[config.mk]
export PLATFORM = sky130hd
export DESIGN_NAME = seg7_readback
export DESIGN_NICKNAME = d
export VERILOG_FILES = /design/src/rtl/seg7_pkg.sv /design/src/rtl/seg7_decode.sv /design/src/rtl/seg7_readback.sv
export SDC_FILE = /design/constraint.sdc
export NUM_CORES = 1
export LEC_CHECK = 0
export ABC_AREA = 1
export CELL_PAD_IN_SITES_DETAIL_PLACEMENT = 0
export CELL_PAD_IN_SITES_GLOBAL_PLACEMENT = 1
export CORE_ASPECT_RATIO = 1.2
export CORE_MARGIN = 2
export CORE_UTILIZATION = 41
export CTS_BUF_LIST = sky130_fd_sc_hd__clkbuf_16
export DETAILED_ROUTE_END_ITERATION = 6
export PLACE_DENSITY = 0.83
export SYNTH_ARGS = -nofsm -noshare
export SYNTH_HDL_FRONTEND = slang
export SYNTH_HIERARCHICAL = 1
export SYNTH_SLANG_ARGS = --single-unit
[constraint.sdc]
create_clock -name clk -period 3.15 [get_ports clk]
set_input_delay 0.4725 -clock clk [delete_from_list [all_inputs] [get_ports clk]]
set_output_delay 0.4725 -clock clk [all_outputs]
set_load 0.005 [all_outputs]
[src/rtl/seg7_pkg.sv]
// Shared constants and types for the seven-segment readback monitor.
// Segment patterns are active-low with bit0=a .. bit6=g.
package seg7_pkg;

  localparam logic [6:0] SEG_0     = 7'b1000000;
  localparam logic [6:0] SEG_1     = 7'b1111001;
  localparam logic [6:0] SEG_2     = 7'b0100100;
  localparam logic [6:0] SEG_3     = 7'b0110000;
  localparam logic [6:0] SEG_4     = 7'b0011001;
  localparam logic [6:0] SEG_5     = 7'b0010010;
  localparam logic [6:0] SEG_6     = 7'b0000010;
  localparam logic [6:0] SEG_7     = 7'b1111000;
  localparam logic [6:0] SEG_8     = 7'b0000000;
  localparam logic [6:0] SEG_9     = 7'b0010000;
  localparam logic [6:0] SEG_BLANK = 7'b1111111;

  typedef enum logic [1:0] {
    DIR_FIRST = 2'b00,
    DIR_UP    = 2'b01,
    DIR_DOWN  = 2'b10,
    DIR_JUMP  = 2'b11
  } dir_t;

  typedef enum logic {
    S_EMPTY = 1'b0,
    S_HOLD  = 1'b1
  } state_t;

  function automatic logic [6:0] bcd_to_bin(input logic [3:0] tens, input logic [3:0] units);
    return 7'(tens) * 7'd10 + 7'(units);
  endfunction

endpackage

[src/rtl/seg7_decode.sv]
// Combinational seven-segment to digit decoder.
// A blank pattern is accepted as digit 0 only when i_blank_ok is set.
module seg7_decode
  import seg7_pkg::*;
(
  input  logic [6:0] i_seg,
  input  logic       i_blank_ok,
  output logic       o_valid,
  output logic [3:0] o_digit
);

  always_comb begin
    o_valid = 1'b1;
    o_digit = '0;
    case (i_seg)
      SEG_0:     o_digit = 4'd0;
      SEG_1:     o_digit = 4'd1;
      SEG_2:     o_digit = 4'd2;
      SEG_3:     o_digit = 4'd3;
      SEG_4:     o_digit = 4'd4;
      SEG_5:     o_digit = 4'd5;
      SEG_6:     o_digit = 4'd6;
      SEG_7:     o_digit = 4'd7;
      SEG_8:     o_digit = 4'd8;
      SEG_9:     o_digit = 4'd9;
      SEG_BLANK: o_valid = i_blank_ok;
      default:   o_valid = 1'b0;
    endcase
  end

endmodule

[src/rtl/seg7_readback.sv]
// Debounces a two-digit seven-segment display, decodes it back to 0..99
// and classifies each newly accepted value against the previous one.
module seg7_readback
  import seg7_pkg::*;
#(
  parameter int unsigned STABLE_CYCLES = 4,
  parameter int unsigned WRAP_MAX      = 99
) (
  input  logic       clk,
  input  logic       reset,
  input  logic [6:0] HEX0,
  input  logic [6:0] HEX1,
  output logic [6:0] value,
  output logic       value_valid,
  output logic       update,
  output logic [1:0] dir,
  output logic       err,
  output logic       stable
);

  localparam logic [3:0] STABLE_CNT = 4'(STABLE_CYCLES);
  localparam logic [7:0] WRAP8      = 8'(WRAP_MAX);

  logic [13:0] r_samp;
  logic [3:0]  r_cnt;
  logic        r_fired;
  state_t      r_state;
  logic [6:0]  r_value;
  logic        r_valid;
  logic        r_update;
  dir_t        r_dir;
  logic        r_err;

  logic [13:0] w_sample;
  logic        w_change;
  logic        w_accept;
  logic        w_tens_ok;
  logic        w_units_ok;
  logic [3:0]  w_tens;
  logic [3:0]  w_units;
  logic        w_dec_ok;
  logic [6:0]  w_dec;
  logic [7:0]  w_dec8;
  logic [7:0]  w_val8;
  logic        w_is_up;
  logic        w_is_down;

  state_t      w_state_nx;
  logic [6:0]  w_value_nx;
  logic        w_valid_nx;
  dir_t        w_dir_nx;
  logic        w_update_nx;
  logic        w_err_nx;

  assign w_sample = {HEX1, HEX0};
  assign w_change = (w_sample != r_samp);
  // r_fired keeps a saturated count from re-accepting the same held pattern.
  assign w_accept = (r_cnt == STABLE_CNT) && !r_fired;

  seg7_decode u_dec_tens (
    .i_seg      (r_samp[13:7]),
    .i_blank_ok (1'b1),
    .o_valid    (w_tens_ok),
    .o_digit    (w_tens)
  );

  seg7_decode u_dec_units (
    .i_seg      (r_samp[6:0]),
    .i_blank_ok (1'b0),
    .o_valid    (w_units_ok),
    .o_digit    (w_units)
  );

  assign w_dec_ok = w_tens_ok && w_units_ok;
  assign w_dec    = bcd_to_bin(w_tens, w_units);
  // Neighbour tests are 8 bits wide so value-1 at zero cannot alias.
  assign w_dec8    = {1'b0, w_dec};
  assign w_val8    = {1'b0, r_value};
  assign w_is_up   = (w_dec8 == w_val8 + 8'd1) || ((w_val8 == WRAP8) && (w_dec8 == 8'd0));
  assign w_is_down = (w_dec8 == w_val8 - 8'd1) || ((w_val8 == 8'd0) && (w_dec8 == WRAP8));

  always_ff @(posedge clk or negedge reset) begin
    if (!reset) begin
      r_samp  <= '0;
      r_cnt   <= '0;
      r_fired <= 1'b0;
    end else begin
      r_samp <= w_sample;
      if (w_change) begin
        r_cnt   <= '0;
        r_fired <= 1'b0;
      end else begin
        if (r_cnt != STABLE_CNT) r_cnt <= r_cnt + 4'd1;
        if (w_accept) r_fired <= 1'b1;
      end
    end
  end

  always_comb begin
    w_state_nx  = r_state;
    w_value_nx  = r_value;
    w_valid_nx  = r_valid;
    w_dir_nx    = r_dir;
    w_update_nx = 1'b0;
    w_err_nx    = 1'b0;
    if (w_accept) begin
      if (!w_dec_ok) begin
        w_err_nx = 1'b1;
      end else begin
        case (r_state)
          S_EMPTY: begin
            w_value_nx  = w_dec;
            w_valid_nx  = 1'b1;
            w_dir_nx    = DIR_FIRST;
            w_update_nx = 1'b1;
            w_state_nx  = S_HOLD;
          end
          S_HOLD: begin
            if (w_dec != r_value) begin
              w_value_nx  = w_dec;
              w_update_nx = 1'b1;
              if (w_is_up)        w_dir_nx = DIR_UP;
              else if (w_is_down) w_dir_nx = DIR_DOWN;
              else                w_dir_nx = DIR_JUMP;
            end
          end
          default: w_state_nx = S_EMPTY;
        endcase
      end
    end
  end

  always_ff @(posedge clk or negedge reset) begin
    if (!reset) begin
      r_state  <= S_EMPTY;
      r_value  <= '0;
      r_valid  <= 1'b0;
      r_dir    <= DIR_FIRST;
      r_update <= 1'b0;
      r_err    <= 1'b0;
    end else begin
      r_state  <= w_state_nx;
      r_value  <= w_value_nx;
      r_valid  <= w_valid_nx;
      r_dir    <= w_dir_nx;
      r_update <= w_update_nx;
      r_err    <= w_err_nx;
    end
  end

  assign value       = r_value;
  assign value_valid = r_valid;
  assign update      = r_update;
  assign dir         = r_dir;
  assign err         = r_err;
  assign stable      = (r_cnt == STABLE_CNT);

endmodule

# After elaboration in Yosys (flattened, before gate mapping)
# Cells that the tools add are included.
# totals
regBits	32
in_bits	16
out_inout_bits	13
# op_classes
add_sub_neg	4
mul	1
eq_ne	28
mux	20
bitwise_logic	1
reduce_logical	18
# ops
op	count
4-bit one-hot mux with 9 select lines	2
7-bit equality test (second input constant)	9
7-bit by 5-bit equality test with 1-bit output (second input constant)	6
7-bit by 6-bit equality test with 1-bit output (second input constant)	4
7-bit by 8-bit equality test with 1-bit output	2
8-bit logical NOT	2
7-bit by 2-bit equality test with 1-bit output (second input constant)	2
7-bit logical NOT	2
14-bit inequality test	1
7-bit one-hot mux with 2 select lines	1
11-bit OR reduction	1
1-bit 2-to-1 mux	10
10-bit OR reduction	1
7-bit by 1-bit adder with 8-bit output (second input constant)	1
4-bit 2-to-1 mux	2
7-bit by 1-bit subtractor with 8-bit output (second input constant)	1
7-bit by 4-bit adder with 7-bit output	1
7-bit 2-to-1 mux	1
7-bit inequality test	1
4-bit by 3-bit multiplier with 6-bit output (second input constant)	1
3-bit AND reduction	2
4-bit by 1-bit adder with 4-bit output (second input constant)	1
4-bit by 3-bit equality test with 1-bit output (second input constant)	1
1-bit logical AND	4
other kinds (10)	13

# Longest topological paths before layout
# Gate-level depths: netlist of the first run.
# logic_depth
word_depth	11
depth_mapped	23

# Hierarchy
# Netlist of the first run, hierarchy kept.
# by_module_without_submodules
mod	n_inst	cells_each	area_per_inst_um2	seq_area_each_um2
seg7_readback	1	327	2309.7	800.8
seg7_decode	2	59	261.5	0.0

# Worst setup path after synthesis of the first run
# Ideal clock, no wire load.
# synth_timing
path_kind	reg2reg
startpoint	reg r_samp[10]
endpoint	reg r_value[5] (netlist: value[5])
setup_time_ns	0.118
t_arrival_ns	2.779
path_slack_ns	0.253
stages_incl_launch_ff	19
n_path_buf	1
synth_period_minus_slack_ns	2.897
cell_sequence	dfrtp_1 nor2_1 nand2_2 nor3_1 ha_1 ha_1 inv_1 fa_1 nor2_2 nand3_1 nand2_2 nand3_1 nand2_1 inv_1 nand2_2 nand2_4 buf_12 nand2_2 o21ai_2
# synth_between
elab_chain_cells	7
elab_cells_between_ends	22
# synth_lines
item	line	rtl
from (decl)	seg7_readback.sv:24	logic [13:0] r_samp;
from (signal assigned)	seg7_readback.sv:88	r_samp <= w_sample;
7-bit by 5-bit equality test with 1-bit output (tied with other cells)	seg7_decode.sv:15	case (i_seg)
4-bit one-hot mux with 9 select lines (*)	seg7_decode.sv:15	
named net w_tens[3]	seg7_readback.sv:39	logic [3:0] w_tens;
4-bit by 3-bit multiplier with 6-bit output (*)	seg7_pkg.sv:30	return 7'(tens) * 7'd10 + 7'(units);
7-bit by 4-bit adder with 7-bit output (*)	seg7_pkg.sv:30	
7-bit inequality test	seg7_readback.sv:119	if (w_dec != r_value) begin
2-bit by 1-bit inequality test with 1-bit output (no line)	-	
3-bit AND reduction (no line)	-	
to (signal assigned)	seg7_readback.sv:143	r_value <= w_value_nx;
to (decl)	seg7_readback.sv:28	logic [6:0] r_value;
# Mark *: on every way through the listed nets, which the timed path passes. The rest lies on a longest branch. The select of a mux whose other input is x is not followed.
# A chain may end at the register's enable or synchronous reset.

# Final worst setup path of the first run
# layout_timing
startpoint	reg r_samp[9]
endpoint	reg r_dir[1] (netlist: dir[1])
# layout_between
elab_chain_cells	10
elab_cells_between_ends	27
# layout_lines
item	line	rtl
7-bit by 5-bit equality test with 1-bit output (tied with other cells)	seg7_decode.sv:15	
4-bit one-hot mux with 9 select lines (*)	seg7_decode.sv:15	
named net w_tens[1]	seg7_readback.sv:39	
4-bit by 3-bit multiplier with 6-bit output (*)	seg7_pkg.sv:30	
7-bit by 4-bit adder with 7-bit output (*)	seg7_pkg.sv:30	
8-bit logical NOT	seg7_readback.sv:79	assign w_is_up = (w_dec8 == w_val8 + 8'd1) || ((w_val8 == WRAP8) && (w_dec8 == 8'd0));
1-bit logical AND	seg7_readback.sv:79	
1-bit logical OR	seg7_readback.sv:79	
2-bit 2-to-1 mux	seg7_readback.sv:122	if (w_is_up) w_dir_nx = DIR_UP;
2-bit 2-to-1 mux	seg7_readback.sv:119	
2-bit one-hot mux with 2 select lines	seg7_readback.sv:110	case (r_state)
to (signal assigned)	seg7_readback.sv:145	r_dir <= w_dir_nx;
to (decl)	seg7_readback.sv:31	dir_t r_dir;
# Marks and branches as above.

==> out/results.txt, run 1 <==
The flow ran to the end, and the final reports show no timing, DRC or antenna violations. Across the VDD grid, the largest voltage drop is 0.000287 V. The first routing iteration left 117 violations.

The logs give 4 for the length of the first detailed-routing pass in iterations and 1.85 nW for the leakage power figure. After synthesis, the share of flip-flops with an asynchronous set or reset is 100%. For this run, the slowest stage of the critical path takes 0.50 ns. The number of port buffers was 28. The required time at the endpoint of the critical path came out at 3.32 ns. Based on the critical path, the design can be clocked at up to 330 MHz. Number of different library cells in the post-synthesis netlist: 33. In this run the tightest slew margin relative to its limit is 51.5%. The startpoint class of the critical path was a flip-flop. The most used flip-flop cell after synthesis is dfrtp_1.

Buffer type at the clock tree root: clkbuf_16. Walking the worst path, the cells encountered are inv_2, nand2_1, nor2_1, nand2_2, nand4_1, ha_4, ha_4, inv_2, fa_2, nor2_4, nand3_2, nand2_4, nand3_2, nand2_2, inv_2, nand2_4, nand2_8, nand2_2, o21ai_2. The residual DRC count was 0; the summed negative setup slack over all endpoints was 0 ns. The count of placed standard cells including taps is 557. The kind of cell adding the most delay to the critical path was simple AND/OR/NAND/NOR gates. For this run, global-route usage on met3 was measured as 3.79%. The net count of the mapped netlist was 474; the number of nets in the layout was 520. Detailed routing inserted a total of 2864 vias. For this run, the register share of the synthesized area comes to 28.3%. During I/O placement, the number of pins put on the boundary was 29.

TritonCTS built the clock tree. First-pass GRT wire length: 11800 um. The number of cells in the finished layout apart from fillers was 579; the mean number of vias per cell was 4.95. The final critical path takes up 96.2% of the cycle.

The logs give 0 for the initial antenna violation count and 699 for the count of fill cells added during filler insertion. Final critical-path required period: 3.03 ns. The mean area per synthesized cell was 6.37 um^2.

The met1 track demand over resource is 21.0%. The endpoint arrival time on the critical path is 3.20 ns, and the sum of buffers and inverters on the critical path is 3. The number of enable flip-flop cells after synthesis came out at 0. The worst setup path is captured at a flip-flop. The run gives 19.9% as the overall global routing resource usage. The tools report the number of global-route vias before repair as 2660. For the max-capacitance violation count, the log shows 0.

The count of yosys warnings during synthesis was 6. In the final routed layout, each cell accounts on average for 12.7 um. Master of the slowest instance on the critical path: fa_2. Setup violations remaining at the end of the flow were counted as 0.

For the wire length reported by the detailed router, the log shows 7380 um. The total area inside the core boundary comes to 6770 um^2. In the post-synthesis netlist, the biggest area contributors are dfrtp_1 28%, nand2_1 18%, nor2_1 8.1%. After global routing the overflow that remains totals 0. The die covers 7590 um^2.

The actual transition at the worst max-transition pin is 0.724 ns. The synthesized netlist occupies a cell area of 2830 um^2. The height of the chip came out at 95.1 um.

The clock arrives with 0.00559 ns of skew. The tightest min-delay check is of the reg2reg type. The final number of hold-violating endpoints was 0; the clock transition at the registers of the reported paths was 0.06 ns. For this design the ratio of total power to cell area is 306 nW/um^2. The maximum count of clock buffers along a single path is 2. The global routing's busiest layer was met2. Ranked by instance count, the synthesized netlist is headed by 137 x nand2_1, 61 x nor2_1, 51 x inv_1. The H-tree was split into 2 levels. TritonCTS created 5 clock buffers. For met2 alone, demand over resource in global routing was 37.3%.

The site row count was 33; the number of antenna cells inserted was 0. Layout overhead on the synthesized area: 31.5%. CTS saw 32 sinks.

The library cell with the highest instance count after synthesis was nand2_1. Entering global routing, the biggest net connects 33 pins. The HPWL after detailed placement is 5700 um.

The area fraction of the dominant cell type after synthesis is 28.3%, and the cell count after synthesis is 445. The largest area contributor in the netlist is dfrtp_1. The count of nets left with antenna violations once routing finished came out at 0. The post-synthesis register bit count is 32. The number of max-slew violations in the final report was 0. Type of the setup path with the least slack: reg2reg. The effective utilization at floorplan is 41.8%, and the biggest fanout along the worst timing path is 8. The post-route netlist has 26.8% of its cells at a drive strength greater than 1.

In this run the horizontal extent of the chip is 79.9 um. The congestion estimate from routability-driven global placement came to 0.827. For the worst-skew pair, the clock arrives at the later sink with an insertion delay of 0.28 ns.
## final timing paths
check,from,endpoint,slack (ns),depth (start not counted)
max,r_samp[9],dir[1],0.12,19
min,value_valid,value_valid,0.48,1
max reg2reg,r_samp[9],dir[1],0.12,19
min reg2reg,value_valid,value_valid,0.48,1
max in group asynchronous,reset,r_samp[12],2.22,2
min in group asynchronous,reset,value[4],0.59,2
## registers in the layout, indices dropped and copies added, names as in the netlist
register / cells
r_samp: 14
value: 7
r_cnt: 4
dir: 2
err: 1
r_fired: 1
r_state: 1
update: 1
value_valid: 1
## area by class of cell
type	count	area, um^2	share of cell area (%)
Clock buffer	5	125	3.36
Tap cell	87	109	2.92
Inverter	68	255	6.85
Timing Repair Buffer	43	397	10.6
Sequential cell	32	810	21.7
Clock inverter	3	42.5	1.14
Multi-Input combinational cell	341	1990	53.4
## metrics by stage
stage | utilization (%) | hold WS (ns) | setup slack, ns | power (W) | area (um^2)
6_report | 55.0 | 0.479 | 0.119 | 0.00114 | 3730
3_5_place_dp | 47.2 | 0.466 | -0.0876 | 0.000569 | 3200
4_1_cts | 50.0 | 0.481 | 0.00756 | 0.00113 | 3390
5_1_grt | 55.0 | 0.502 | -0.0328 | 0.00119 | 3730
3_3_place_gp | 47.2 | 0.470 | -0.0136 | 0.000566 | 3200
2_1_floorplan | - | 0.177 | 0.253 | 0.000516 | 2830
## layout by cell type (no fill, tap or decap), types with 7 or more instances in the layout
master / netlist / final
dfrtp_2: 0 / 7
nand3_1: 43 / 37
nand2_1: 137 / 121
nand2_4: 1 / 10
inv_2: 17 / 23
nor2_1: 61 / 55
inv_1: 51 / 45
buf_4: 1 / 14
dfrtp_1: 32 / 25
nand4_1: 13 / 13
clkdlybuf4s50_1: 0 / 28
nor2_4: 4 / 9
nand2_2: 18 / 25
nand3_2: 3 / 7
o21ai_2: 6 / 7
## worst reg2reg max path, cell delays in order (launching register included)
cell	delay, ns
dfrtp_2	0.44
inv_2	0.08
nand2_1	0.07
nor2_1	0.13
nand2_2	0.09
nand4_1	0.19
ha_4	0.24
ha_4	0.16
inv_2	0.05
fa_2	0.50
nor2_4	0.16
nand3_2	0.10
nand2_4	0.12
nand3_2	0.10
nand2_2	0.07
inv_2	0.04
nand2_4	0.10
nand2_8	0.11
nand2_2	0.12
o21ai_2	0.05
## per-layer routing
| layer | share of wire, % | up-vias |
|---|---|---|
| li1 | - | 1479 |
| met4 | 4.2 | 0 |
| met1 | 40 | 1296 |
| met2 | 54 | 65 |
| met5 | 0 | - |
| met3 | 2.5 | 24 |
## where the power goes
part / internal (W) / leakage, nW / switching (W) / total, W
Sequential: 0.000421 / 0.392 / 0.0000168 / 0.000438
Clock: 0.000371 / 0.0798 / 0.000185 / 0.000556
Combinational: 0.0000638 / 1.38 / 0.0000835 / 0.000147
## cell families (layout without fill, tap and decap cells)
logic type      after synthesis  count (layout)  synth area share, %
compound gates               19              19                 4.42
xor+xnor                     12              12                 3.71
fa+ha+maj                    13              13                 6.27
buf+inv                      73             119                 10.4
flops                        32              32                 28.3
other cells                   2               2                0.265
simple gates                294             295                 46.6
## repair_timing
item                       in CTS  in global routing
pin swaps                       1                 26
setup buffers                   1                 12
cloned                          0                  1
setup endpoints to repair       9                  9
resized for setup               2                 70
hold buffers                    0                  0
Note: power is estimated with default switching activity, not from simulation.
==> run 2: changes to the inputs <==
CORE_UTILIZATION = 40   (was 41)
PLACE_DENSITY = 0.82   (was 0.83)
clock period = 2.9 ns   (was 3.15 ns; I/O delays follow)
==> out/results.txt, run 2 (synthesis gave the netlist of run 1 again) <==
In the final routed layout, each cell accounts on average for 12.0 um. For the number of global-route vias before repair, the log shows 3021. Counting every sink on the clock net gives 32.

The tools report the maximum level of the CTS H-tree as 2. The HPWL after detailed placement is 5770 um. For the finished layout, the period the worst path requires is 2.95 ns. The first-pass GRT wire length came out at 12600 um. Based on the critical path, the design can be clocked at up to 339 MHz. The routed design has 7510 um of wire. Of all nets on the critical path, the largest fanout is 8. The number of port buffers came out at 28. The worst setup path is captured at a flip-flop. TritonCTS built the clock tree. The worst hold path belongs to the class reg2reg. Of the available clock period, the critical path in the final layout requires 102%. The worst pin sits at a relative slew slack of 64.6%. The clock transition at the registers of the reported paths was 0.05 ns.

In this run the static leakage power is 2.08 nW. Global routing consumed, over all layers together, 21.0% of the routing resources. Cells with a size suffix above 1 make up 32.0% of the layout. For the summed negative setup slack over all endpoints, the log shows -0.365 ns. Overall power consumption after layout is estimated at 0.00126 W. For this configuration, the core starts out at a cell density of 41.3%. The final worst-path setup slack is -0.0527 ns. The tool flagged a number of max-cap violations equal to 0. At the pin with the least slew margin, the transition time is 0.531 ns.

The filler cells instantiated in the layout total 656. In the final design database the tool counted 568 nets. Number of max-slew violations in the final report: 0. Measured along the y axis, the die boundary spans 96.2 um.

IR analysis of the VDD net gives a maximum drop of 0.000407 V. Leading cell type in the layout, fill and taps excluded: nand2_1. The tools report the number of buffers inserted during clock tree synthesis as 5.

The number of primary I/O pins was 29. Buffers inserted to repair hold after CTS numbered 0. Setup repair after global routing could not meet its margin everywhere. The run gives 2 as the maximum count of clock buffers along a single path. Compared with the post-synthesis result, the final layout area differs by 42.0%.

The final reports fail on setup timing. STA puts the critical path data required time at 3.07 ns. STA classifies the critical path startpoint as a flip-flop. Overall die area: 7770 um^2.

Clock tree synthesis selected as its root buffer the cell clkbuf_16. The flow ran to the end, but the final reports show violations. Endpoint arrival time on the critical path: 3.12 ns. For the weighted congestion at the end of routability-driven global placement, the log shows 0.868. For the length of the first detailed-routing pass in iterations, the log shows 4. The initialized floorplan defines 33 standard-cell rows. The logs give 33 for the maximum number of pins on one net before global-route repair and 0 for the number of nets with antenna violations after routing. In this run the horizontal extent of the chip is 80.8 um. Register with the most flip-flops: r_samp.

The type of the setup path with the least slack is reg2reg. 0 antenna diodes ended up in the layout. The register with the most flip-flops in the layout has 14 of them.

Power spread over the standard cell area amounts to 314 nW/um^2. Clock skew on the completed layout was measured at 0.00395 ns. The logs give 0 for the remaining global-route overflow and 0.28 ns for the source-to-sink clock delay at the later pin of the worst-skew pair.

Mean number of vias per cell: 4.82. The total area inside the core boundary comes to 6850 um^2. The final number of hold-violating endpoints is 0. In the layout the commonest cells are 120 x nand2_1, 61 x buf_4, 53 x nor2_1.

The run gives 9 as the number of setup violations in the final report. Summing over every cut layer, the via total after detailed routing is 3020. The residual DRC count is 0, and the violation count after the first detailed-route iteration is 95. The initial antenna violation count was 0.
==> run 2: path summary, 6_finish.rpt <==
kind / depth (start not counted) / from / slack (ns) / end
setup / recovery: 21 / r_samp[11] / -0.05 / dir[0]
max in group asynchronous: 2 / reset / 2.04 / r_samp[11]
hold reg to reg: 1 / value_valid / 0.48 / value_valid
setup reg to reg: 21 / r_samp[11] / -0.05 / dir[0]
min in group asynchronous: 2 / reset / 0.55 / value[3]
hold / removal: 1 / value_valid / 0.48 / value_valid
==> run 2: power by group <==
group          internal [W]  switching (W)  total [W]
clock network      0.000403       0.000191   0.000594
logic             0.0000980      0.0000986   0.000197
registers          0.000457      0.0000139   0.000471
total              0.000958       0.000304    0.00126
==> run 2: cell type report <==
cell class / instances / area [um^2] / area share [%]
clock buffers: 5 / 125 / 3.11
clock inverters: 3 / 42.5 / 1.06
inverters: 68 / 255 / 6.34
multi-input cells: 341 / 1930 / 47.9
flip-flops and latches: 32 / 805 / 20.0
well taps: 87 / 109 / 2.71
repair buffers: 91 / 761 / 18.9
==> run 2: routing by layer <==
| layer | routed length (um) | track usage (%) |
|---|---|---|
| met5 | 0 | 0 |
| met1 | 2950 | 21.4 |
| met4 | 220 | 8.47 |
| met3 | 233 | 4.03 |
| met2 | 4110 | 41.0 |
==> run 2: critical path: stages, from the launching register on <==
cell,delay [ns]
dfrtp_2,0.41
buf_6,0.12
inv_2,0.03
nand2_2,0.06
nor2_1,0.05
nand2_1,0.10
nand4_1,0.17
ha_4,0.33
ha_4,0.13
inv_2,0.03
fa_2,0.60
nor2_4,0.06
nand3_2,0.06
nand2_2,0.08
nand2_2,0.07
nand2_1,0.06
nand2_2,0.08
inv_2,0.04
nand2_4,0.11
nand2_8,0.10
nand2_2,0.10
o21ai_2,0.05
==> run 2: stage by stage <==
| step | utilization (%) | setup slack, ns | area [um^2] | hold WS [ns] | instances |
|---|---|---|---|---|---|
| 2_1_floorplan | - | 0.00254 | 2830 | 0.139 | 445 |
| 3_3_place_gp | 51.5 | -0.127 | 3530 | 0.465 | 601 |
| 3_5_place_dp | 51.5 | -0.190 | 3530 | 0.467 | 601 |
| 4_1_cts | 57.1 | -0.0384 | 3920 | 0.487 | 623 |
| 5_1_grt | 58.7 | -0.279 | 4020 | 0.499 | 627 |
| 6_report | 58.7 | -0.0527 | 4020 | 0.479 | 627 |
==> run 2: repair_timing <==
item                       4_1_cts  5_1_grt
resized for setup               34       21
pin swaps                       25        4
cloned                           1        0
setup endpoints to repair        9       11
buffers inserted                13        4
